### src/rtl/sdram_pkg.sv
// Shared SDRAM port definitions: command encodings and the burst-processor FSM states.
package sdram_pkg;

  localparam logic [1:0] CMD_IDLE  = 2'd0;
  localparam logic [1:0] CMD_READ  = 2'd1;
  localparam logic [1:0] CMD_WRITE = 2'd2;

  typedef enum logic [1:0] {
    ST_IDLE,
    ST_READ,
    ST_WAIT_PROC,
    ST_WRITE
  } fb_state_t;

endpackage

### src/rtl/fb_sync_fifo.sv
// First-word-fall-through synchronous FIFO with full/empty/count; DEPTH must be a power of two.
module fb_sync_fifo #(
  parameter int WIDTH = 32,
  parameter int DEPTH = 16
) (
  input  logic                     clk,
  input  logic                     rst_n,
  input  logic                     push,
  input  logic [WIDTH-1:0]         wr_data,
  input  logic                     pop,
  output logic [WIDTH-1:0]         rd_data,
  output logic                     full,
  output logic                     empty,
  output logic [$clog2(DEPTH):0]   count
);

  localparam int AW = $clog2(DEPTH);

  logic [WIDTH-1:0] mem [DEPTH];
  logic [AW-1:0]    wr_ptr_reg;
  logic [AW-1:0]    rd_ptr_reg;
  logic [AW:0]      count_reg;
  logic             do_push;
  logic             do_pop;

  assign do_push = push && !full;
  assign do_pop  = pop && !empty;

  // Storage carries no reset; validity is tracked entirely by the pointers.
  always_ff @(posedge clk) begin
    if (do_push) begin
      mem[wr_ptr_reg] <= wr_data;
    end
  end

  always_ff @(posedge clk or negedge rst_n) begin
    if (!rst_n) begin
      wr_ptr_reg <= '0;
      rd_ptr_reg <= '0;
      count_reg  <= '0;
    end else begin
      if (do_push) begin
        wr_ptr_reg <= wr_ptr_reg + AW'(1);
      end
      if (do_pop) begin
        rd_ptr_reg <= rd_ptr_reg + AW'(1);
      end
      case ({do_push, do_pop})
        2'b10:   count_reg <= count_reg + (AW+1)'(1);
        2'b01:   count_reg <= count_reg - (AW+1)'(1);
        default: count_reg <= count_reg;
      endcase
    end
  end

  assign empty   = (count_reg == '0);
  assign full    = (count_reg == (AW+1)'(DEPTH));
  assign count   = count_reg;
  assign rd_data = empty ? '0 : mem[rd_ptr_reg];

endmodule

### src/rtl/fb_burst_processor.sv
// Framebuffer read-modify-write burst engine: per-lane add of a step, written back in place.
// Define FB_PROC_SATURATE_EN to saturate each lane add instead of wrapping.
module fb_burst_processor
  import sdram_pkg::*;
#(
  parameter int DATA_W      = 32,
  parameter int LANE_W      = 8,
  parameter int ADDR_W      = 22,
  parameter int BURST_LEN   = 8,
  parameter int FIFO_DEPTH  = 16,
  parameter int FRAME_WORDS = 96000
) (
  input  logic              i_Clk,
  input  logic              i_Rst_n,
  input  logic              i_Enable,
  input  logic [LANE_W-1:0] i_Step,
  input  logic              i_Data_Read_Valid,
  input  logic [DATA_W-1:0] i_Data_Read,
  input  logic              i_Data_Write_Done,
  input  logic              i_SDRAM_Requested,
  output logic              o_SDRAM_Yield,
  output logic [1:0]        o_Command,
  output logic [ADDR_W-1:0] o_Data_Address,
  output logic [DATA_W-1:0] o_Data_Write,
  output logic              o_Frame_Done,
  output logic              o_Busy
);

  localparam int LANES = DATA_W / LANE_W;
  localparam int CNT_W = (BURST_LEN > 1) ? $clog2(BURST_LEN) : 1;
  localparam int FC_W  = $clog2(FIFO_DEPTH) + 1;

  localparam logic [CNT_W-1:0]  BEAT_LAST  = CNT_W'(BURST_LEN - 1);
  localparam logic [ADDR_W-1:0] ADDR_ONE   = ADDR_W'(1);
  localparam logic [ADDR_W-1:0] BURST_STEP = ADDR_W'(BURST_LEN);
  localparam logic [ADDR_W-1:0] FRAME_END  = ADDR_W'(FRAME_WORDS);

  fb_state_t         state_reg;
  fb_state_t         state_next;
  logic [ADDR_W-1:0] addr_reg;
  logic [ADDR_W-1:0] base_reg;
  logic [ADDR_W-1:0] base_next;
  logic [CNT_W-1:0]  beat_reg;
  logic [LANE_W-1:0] step_reg;
  logic              frame_done_reg;
  logic [DATA_W-1:0] proc_data_reg;
  logic              proc_valid_reg;
  logic [DATA_W-1:0] lane_sum;

  logic [DATA_W-1:0] rd_data;
  logic              rd_full;
  logic              rd_empty;
  logic [FC_W-1:0]   rd_count;
  logic              wb_full;
  logic              wb_empty;
  logic [FC_W-1:0]   wb_count;

  logic start;
  logic read_beat;
  logic write_beat;
  logic last_beat;
  logic wb_ready;
  logic proc_pop;

  assign start      = (state_reg == ST_IDLE) && i_Enable && !i_SDRAM_Requested
                      && rd_empty && wb_empty;
  assign read_beat  = (state_reg == ST_READ) && i_Data_Read_Valid && !rd_full;
  assign write_beat = (state_reg == ST_WRITE) && i_Data_Write_Done && !wb_empty;
  assign last_beat  = (beat_reg == '0);
  assign wb_ready   = (wb_count == FC_W'(BURST_LEN));
  assign proc_pop   = !rd_empty && !wb_full;
  assign base_next  = base_reg + BURST_STEP;

  fb_sync_fifo #(.WIDTH(DATA_W), .DEPTH(FIFO_DEPTH)) u_readout_fifo (
    .clk     (i_Clk),
    .rst_n   (i_Rst_n),
    .push    (read_beat),
    .wr_data (i_Data_Read),
    .pop     (proc_pop),
    .rd_data (rd_data),
    .full    (rd_full),
    .empty   (rd_empty),
    .count   (rd_count)
  );

  fb_sync_fifo #(.WIDTH(DATA_W), .DEPTH(FIFO_DEPTH)) u_writeback_fifo (
    .clk     (i_Clk),
    .rst_n   (i_Rst_n),
    .push    (proc_valid_reg),
    .wr_data (proc_data_reg),
    .pop     (write_beat),
    .rd_data (o_Data_Write),
    .full    (wb_full),
    .empty   (wb_empty),
    .count   (wb_count)
  );

  genvar gi;
  generate
    for (gi = 0; gi < LANES; gi++) begin : g_lane
`ifdef FB_PROC_SATURATE_EN
      logic [LANE_W:0] sum;
      assign sum = {1'b0, rd_data[gi*LANE_W +: LANE_W]} + {1'b0, step_reg};
      assign lane_sum[gi*LANE_W +: LANE_W] = sum[LANE_W] ? '1 : sum[LANE_W-1:0];
`else
      assign lane_sum[gi*LANE_W +: LANE_W] = rd_data[gi*LANE_W +: LANE_W] + step_reg;
`endif
    end
  endgenerate

  always_ff @(posedge i_Clk or negedge i_Rst_n) begin
    if (!i_Rst_n) begin
      state_reg <= ST_IDLE;
    end else begin
      state_reg <= state_next;
    end
  end

  always_comb begin
    state_next = state_reg;
    case (state_reg)
      ST_IDLE:      if (start) state_next = ST_READ;
      ST_READ:      if (read_beat && last_beat) state_next = ST_WAIT_PROC;
      ST_WAIT_PROC: if (wb_ready) state_next = ST_WRITE;
      ST_WRITE:     if (write_beat && last_beat) state_next = ST_IDLE;
      default:      state_next = ST_IDLE;
    endcase
  end

  always_comb begin
    o_Command = CMD_IDLE;
    case (state_reg)
      ST_READ:  o_Command = CMD_READ;
      ST_WRITE: o_Command = CMD_WRITE;
      default:  o_Command = CMD_IDLE;
    endcase
    o_SDRAM_Yield = i_SDRAM_Requested && (state_reg == ST_IDLE);
    o_Busy        = (state_reg != ST_IDLE) || (rd_count != '0) || (wb_count != '0);
  end

  always_ff @(posedge i_Clk or negedge i_Rst_n) begin
    if (!i_Rst_n) begin
      addr_reg       <= '0;
      base_reg       <= '0;
      beat_reg       <= '0;
      step_reg       <= '0;
      frame_done_reg <= 1'b0;
    end else begin
      frame_done_reg <= 1'b0;
      if (start) begin
        addr_reg <= base_reg;
        beat_reg <= BEAT_LAST;
        step_reg <= i_Step;
      end else if (read_beat || write_beat) begin
        addr_reg <= addr_reg + ADDR_ONE;
        if (!last_beat) begin
          beat_reg <= beat_reg - CNT_W'(1);
        end
      end else if ((state_reg == ST_WAIT_PROC) && wb_ready) begin
        addr_reg <= base_reg;
        beat_reg <= BEAT_LAST;
      end
      // Frame wrap is judged on the burst base, never on the running address.
      if (write_beat && last_beat) begin
        if (base_next == FRAME_END) begin
          base_reg       <= '0;
          frame_done_reg <= 1'b1;
        end else begin
          base_reg <= base_next;
        end
      end
    end
  end

  always_ff @(posedge i_Clk or negedge i_Rst_n) begin
    if (!i_Rst_n) begin
      proc_valid_reg <= 1'b0;
      proc_data_reg  <= '0;
    end else begin
      proc_valid_reg <= proc_pop;
      if (proc_pop) begin
        proc_data_reg <= lane_sum;
      end
    end
  end

  assign o_Data_Address = addr_reg;
  assign o_Frame_Done   = frame_done_reg;

endmodule

### config.mk
export PLATFORM = sky130hd
export DESIGN_NAME = fb_burst_processor
export DESIGN_NICKNAME = d
export VERILOG_FILES = /design/src/rtl/sdram_pkg.sv /design/src/rtl/fb_sync_fifo.sv /design/src/rtl/fb_burst_processor.sv
export SDC_FILE = /design/constraint.sdc
export NUM_CORES = 1
export LEC_CHECK = 0
export ABC_AREA = 0
export CORE_UTILIZATION = 56
export CTS_CLUSTER_SIZE = 25
export DETAILED_ROUTE_END_ITERATION = 7
export HOLD_SLACK_MARGIN = 0.03
export PLACE_DENSITY_LB_ADDON = 0.25
export SLEW_MARGIN = 15
export SYNTH_ARGS = -nofsm -noshare
export SYNTH_HDL_FRONTEND = slang
export SYNTH_SLANG_ARGS = --single-unit
### constraint.sdc
create_clock -name i_Clk -period 3.74 [get_ports i_Clk]
set_input_delay 0.935 -clock i_Clk [delete_from_list [all_inputs] [get_ports i_Clk]]
set_output_delay 0.935 -clock i_Clk [all_outputs]
set_load 0.02 [all_outputs]
* Yosys cells after proc, flatten, opt, wreduce, memory -nomap -nowiden
Memories as Yosys holds them, arrays and structs flattened.
Index checks and enable logic that the tools add are counted.
** Word-level totals
- Memory bits (writable) :: 1024
- Bits of input ports :: 46
- Register bits after elaboration :: 117
- Memories :: 2
- Logic and storage cells :: 108
** Memory list
- u_readout_fifo.mem :: words 16, bits a word 32, read ports 1, clocked after memory_dff 0, wr ports 1, RTL line fb_sync_fifo.sv:19 : logic [WIDTH-1:0] mem [DEPTH];
- u_writeback_fifo.mem :: words 16, bits a word 32, read ports 1, clocked after memory_dff 0, wr ports 1, RTL line fb_sync_fifo.sv:19
** Operators by class
- Muxes and demuxes :: 24
- $add $sub $neg :: 15
- Reduce and logical (&&, ||, !) cells :: 37
- Equal/unequal tests :: 16
** Operators by type and width (count)
- $mux W22 :: 4
- $mux W32 :: 2
- $add A8 B8 Y8 :: 4
- $add A22 B1 Y22 const B :: 1
- $add A22 B4 Y22 const B :: 1
- $eq A22 B17 Y1 const B :: 1
- $pmux W5 S2 :: 2
- $logic_and A1 B1 Y1 :: 17
- $add A4 B1 Y4 const B :: 4
- $mux W3 :: 4
- $add A5 B1 Y5 const B :: 2
- $eq A5 B5 Y1 const B :: 2
- $logic_not A5 Y1 :: 2
- $reduce_bool A5 Y1 :: 2
- $sub A5 B1 Y5 const B :: 2
- $eq A2 B2 Y1 const B :: 4
- $mux W2 :: 4
- $pmux W2 S4 :: 1
- $eq A2 B1 Y1 const B :: 3
- $mux W1 :: 6
- $reduce_bool A2 Y1 :: 3
- $eq A5 B4 Y1 const B :: 1
- $logic_not A1 Y1 :: 5
- $ne A2 B1 Y1 const B :: 2
- 10 further kinds :: 13

* Longest topological paths before layout
- Depth in word-level cells :: 7
- Gate-level depth with buffers :: 16
- Gate-level depth less buffers :: 13

* Hierarchy
Synthesis repeated with hierarchy kept, for this count alone.
** Second synthesis, totals
- Cell total of the unflattened synthesis :: 2450
- Area total of the unflattened synthesis :: 46318.2 um2
** Modules (own cells, without submodules)
- fb_sync_fifo :: times used 2, cells each 918, seq. area each 15700.1 um2, area an instance 20420.8 um2
- fb_burst_processor :: times used 1, cells each 614, seq. area each 2202.1 um2, area an instance 5476.5 um2

* Least setup slack after synthesis
No wires, ideal clock.
- Kind :: input-to-reg
- From :: in i_Data_Read_Valid
- To :: mem u_readout_fifo.mem[3][0] (enable)
- Arrival :: 3.648 ns
- Cell stages on the path :: 4
- Slack :: -0.369 ns
- Path buffers :: 1
- Cell sequence :: o211a_1 buf_2 nand2_1 nor3_1
** Between the ends
- Longest elaborated chain between the ends :: 5
** Ends and longest elaborated chain
- from (decl) :: RTL line fb_burst_processor.sv:17 : input logic i_Data_Read_Valid,
- $logic_and A1 B1 Y1 (2 in series) :: RTL line fb_burst_processor.sv:67 : assign read_beat = (state_reg == ST_READ) && i_Data_Read_Valid && !rd_full;
- $logic_and A1 B1 Y1 :: RTL line fb_sync_fifo.sv:26 : assign do_push = push && !full;
- $mux W1 :: RTL line fb_sync_fifo.sv:31 : if (do_push) begin
- $mux W1 (not written as such) :: RTL line fb_sync_fifo.sv:32 : mem[wr_ptr_reg] <= wr_data;
- to (decl) :: RTL line fb_sync_fifo.sv:19
Every way passes these cells.

* Final worst setup path
- From :: reg u_writeback_fifo.rd_ptr_reg[0]
- To :: out o_Data_Write[13]
** Between the ends
- Longest elaborated chain between the ends :: 2
** Ends and longest elaborated chain
- from (decl) :: RTL line fb_sync_fifo.sv:21 : logic [AW-1:0] rd_ptr_reg;
- from (signal assigned) :: RTL line fb_sync_fifo.sv:46 : rd_ptr_reg <= rd_ptr_reg + AW'(1);
- $mem_v2 Z16 W32
- $mux W32 :: RTL line fb_sync_fifo.sv:59 : assign rd_data = empty ? '0 : mem[rd_ptr_reg];
- to (decl) :: RTL line fb_burst_processor.sv:24 : output logic [DATA_W-1:0] o_Data_Write,
Every way passes these cells.

==> reports/qor.yml <==
period_minus_slack_ps: 3800
ctsRootBufferMaster: "clkbuf_16"
ir_worst_vdd_v: 0.000486
rrSetupSlack_ps: 90
critPathSlowestCell: "dfrtp_4"
syn_nets: 2391
rsz0062_at_grt: "yes"
antenna_left: 0
hold_viol_final: 0
max_freq_mhz: 263
r2r_start: "u_readout_fifo.rd_ptr_reg[0]"
status: "finished with violations"
cts_buffers: 112
maxCapViolCount: 0
fin_worst_skew_ps: 41.2
cts_sinks: 1138
ys_types: 68
overflow: 0
crit_type: "reg2out"
cp_common_cell: "mux4_2"
r2r_end: "proc_data_reg[23]"
worstPathRequired_ps: 2800
die_h_um: 288
die_area_sq_mm: 0.0829
dp_hpwl_um: 56900
crit_family: "multiplexers"
critPathArrivalTime_ps: 2870
grt_max_degree: 68
fill_cells: 5141
finalWorstSetupSlack_ps: -63.3
layout_common_cells: "edfxtp_1, mux4_2, clkbuf_16"
ioPinCount: 105
synth_edf_count: 1024
critPathMaxStageDelay_ps: 520
start_util_pct: 56.8
num-nets-final: 2637
yosys_register_bits: 1138
slew_violations: 0
synth-main-ff-cell: "edfxtp_1"
grt_pass1_wl_um: 151000
async_flop_share_pct: 10.0
tns_ps: -696
fp.dieW_um: 288
port_buffers: 104
syn_inst: 2282
drive_above_1_share_pct: 28.1
fin_util_pct: 66.4
cts_tree: "built"
worst_pin_slew_ps: 791
ys_seq_area_share_pct: 73.4
drtIter0Drc: 2099
violations: "design-rule violations, negative setup slack"
path_cells: "buf_12, buf_16, mux4_2, mux4_2, nor2b_1, buf_2"
clockBufferDepth: 3
row_count: 104
clk_latency_ps: 700
start_kind: "flip-flop"
avgSynthCellArea_sq_um: 20.1
regArea_sq_mm: 0.0336
post_drt_via_cell_ratio: 6.21
fin_area_sq_mm: 0.0535
finalCritPeriodShare_pct: 102
p_leak_nw: 17.4
endpoint_kind: "output port"
mostFrequentLayoutCell: "edfxtp_1"
vias: 22900
dr.pass1.iters: 8
p_total_w: 0.0249
hold_path.class: "in2async"
place_area_sq_mm: 0.0493
clk_pin_slew_ps: 60
antenna_found_initial: 8
routed_wl_um: 101000
cp_num_buf_inv: 3
drc: 4
yosys_warnings: 0
power_density_mw_per_mm2: 464
worst-r2r-cell-count: 13
cts_hold_buf: 0
wl_per_cell_um: 27.5
maxSlewHeadroom_pct: 46.9
place_congestion: 0.847
grtUsageTotal_pct: 25.0
h-tree-depth: 3
grt_pass1_vias: 24000
coreArea_sq_mm: 0.0807
syn_area_sq_mm: 0.0458
setup_viol: 19
multi_input_area_sq_mm: 0.0120
crit_fanout: 9
syn_to_final_growth_pct: 16.9
## area by class of cell
type	instances	area share [%]
clock buffer	148	5.64
multi-input combinational	992	22.4
timing repair buffer	247	5.37
tap	1060	2.48
inverter	37	0.259
antenna	3	0.0140
clock inverter	60	1.07
sequential	1138	62.8
## worst max-delay path by stage
stage                                   startpoint           endpoint  slack (ps)  cells past startpoint
global route        u_writeback_fifo.rd_ptr_reg[0]   o_Data_Write[21]        -120                      6
CTS                 u_writeback_fifo.rd_ptr_reg[0]   o_Data_Write[29]        -130                      7
floorplan             u_readout_fifo.rd_ptr_reg[0]  proc_data_reg[14]          20                     13
finish              u_writeback_fifo.rd_ptr_reg[0]   o_Data_Write[13]         -60                      6
global placement      u_readout_fifo.rd_ptr_reg[0]  proc_data_reg[31]        -250                     14
detailed placement    u_readout_fifo.rd_ptr_reg[0]  proc_data_reg[31]        -300                     14
## worst register-to-register path, stage by stage, from the launching register on
cell and delay (ps):
dfrtp_4 500, buf_4 160, clkbuf_16 210, buf_4 220, mux4_2 520, mux4_2 550, and2_1 190, ha_1 260
inv_1 80, nor2_1 60, o31a_1 120, o41ai_1 370, xnor2_1 170, o21ai_0 80
## report_power, final
part	total [W]	leakage [nW]	internal, W	switching, W
clock network	0.0109	1.75	0.00620	0.00475
logic	0.000152	4.99	0.0000460	0.000106
registers	0.0138	10.7	0.0138	0
total	0.0249	17.4	0.0200	0.00485
## what timing repair did
item | 4_1_cts | 5_1_grt
resized for setup | 170 | 51
pin swaps | 0 | 1
buffers inserted | 19 | 15
setup endpoints to repair | 33 | 40
gates cloned | 8 | 3
## through the flow
step	hold WS (ps)	cells	worst slack, ps
final	248	3685	-63.3
after detailed placement	505	3433	-298
after CTS	268	3668	-134
after global placement	494	3433	-246
after global routing	297	3684	-122
after floorplan	470	2282	18.3
## cell usage after synthesis, drive strengths merged, types with 8 or more instances
master,number,area share (%)
mux2,15,0.37
nand4,16,0.22
o21ai,58,0.63
xnor2,43,0.82
inv,36,0.30
buf,58,0.59
edfxtp,1024,67
mux2i,15,0.33
a21oi,34,0.38
and2,30,0.41
and3,8,0.11
nor2b,38,0.52
nand2b,8,0.11
nand3,20,0.23
nor3,28,0.31
xor2,23,0.44
clkbuf,57,0.47
o21a,8,0.13
dfrtp,114,6.2
mux4,313,15
nand2,101,0.83
nor2,86,0.70
ha,57,1.6
## cells by family (layout without fill, tap and decap cells)
family	count (synthesis)	in the layout	synth area share, %
flops	1138	1138	73.4
simple gates	360	360	3.85
mux	343	343	16.1
compound gates	160	160	2.24
buf+inv	152	492	1.36
xor+xnor	66	66	1.26
fa+ha+maj	63	63	1.82
other cells	0	3	0
## routing by layer
layer	GRT usage, %	wire length, um	vias to the layer above
met2	42.6	51900	906
met5	0	31	-
li1	-	-	9762
met4	7.37	2630	4
met1	34.2	40700	12000
met3	2.94	6060	175
Power figures use the tool's default switching activity.
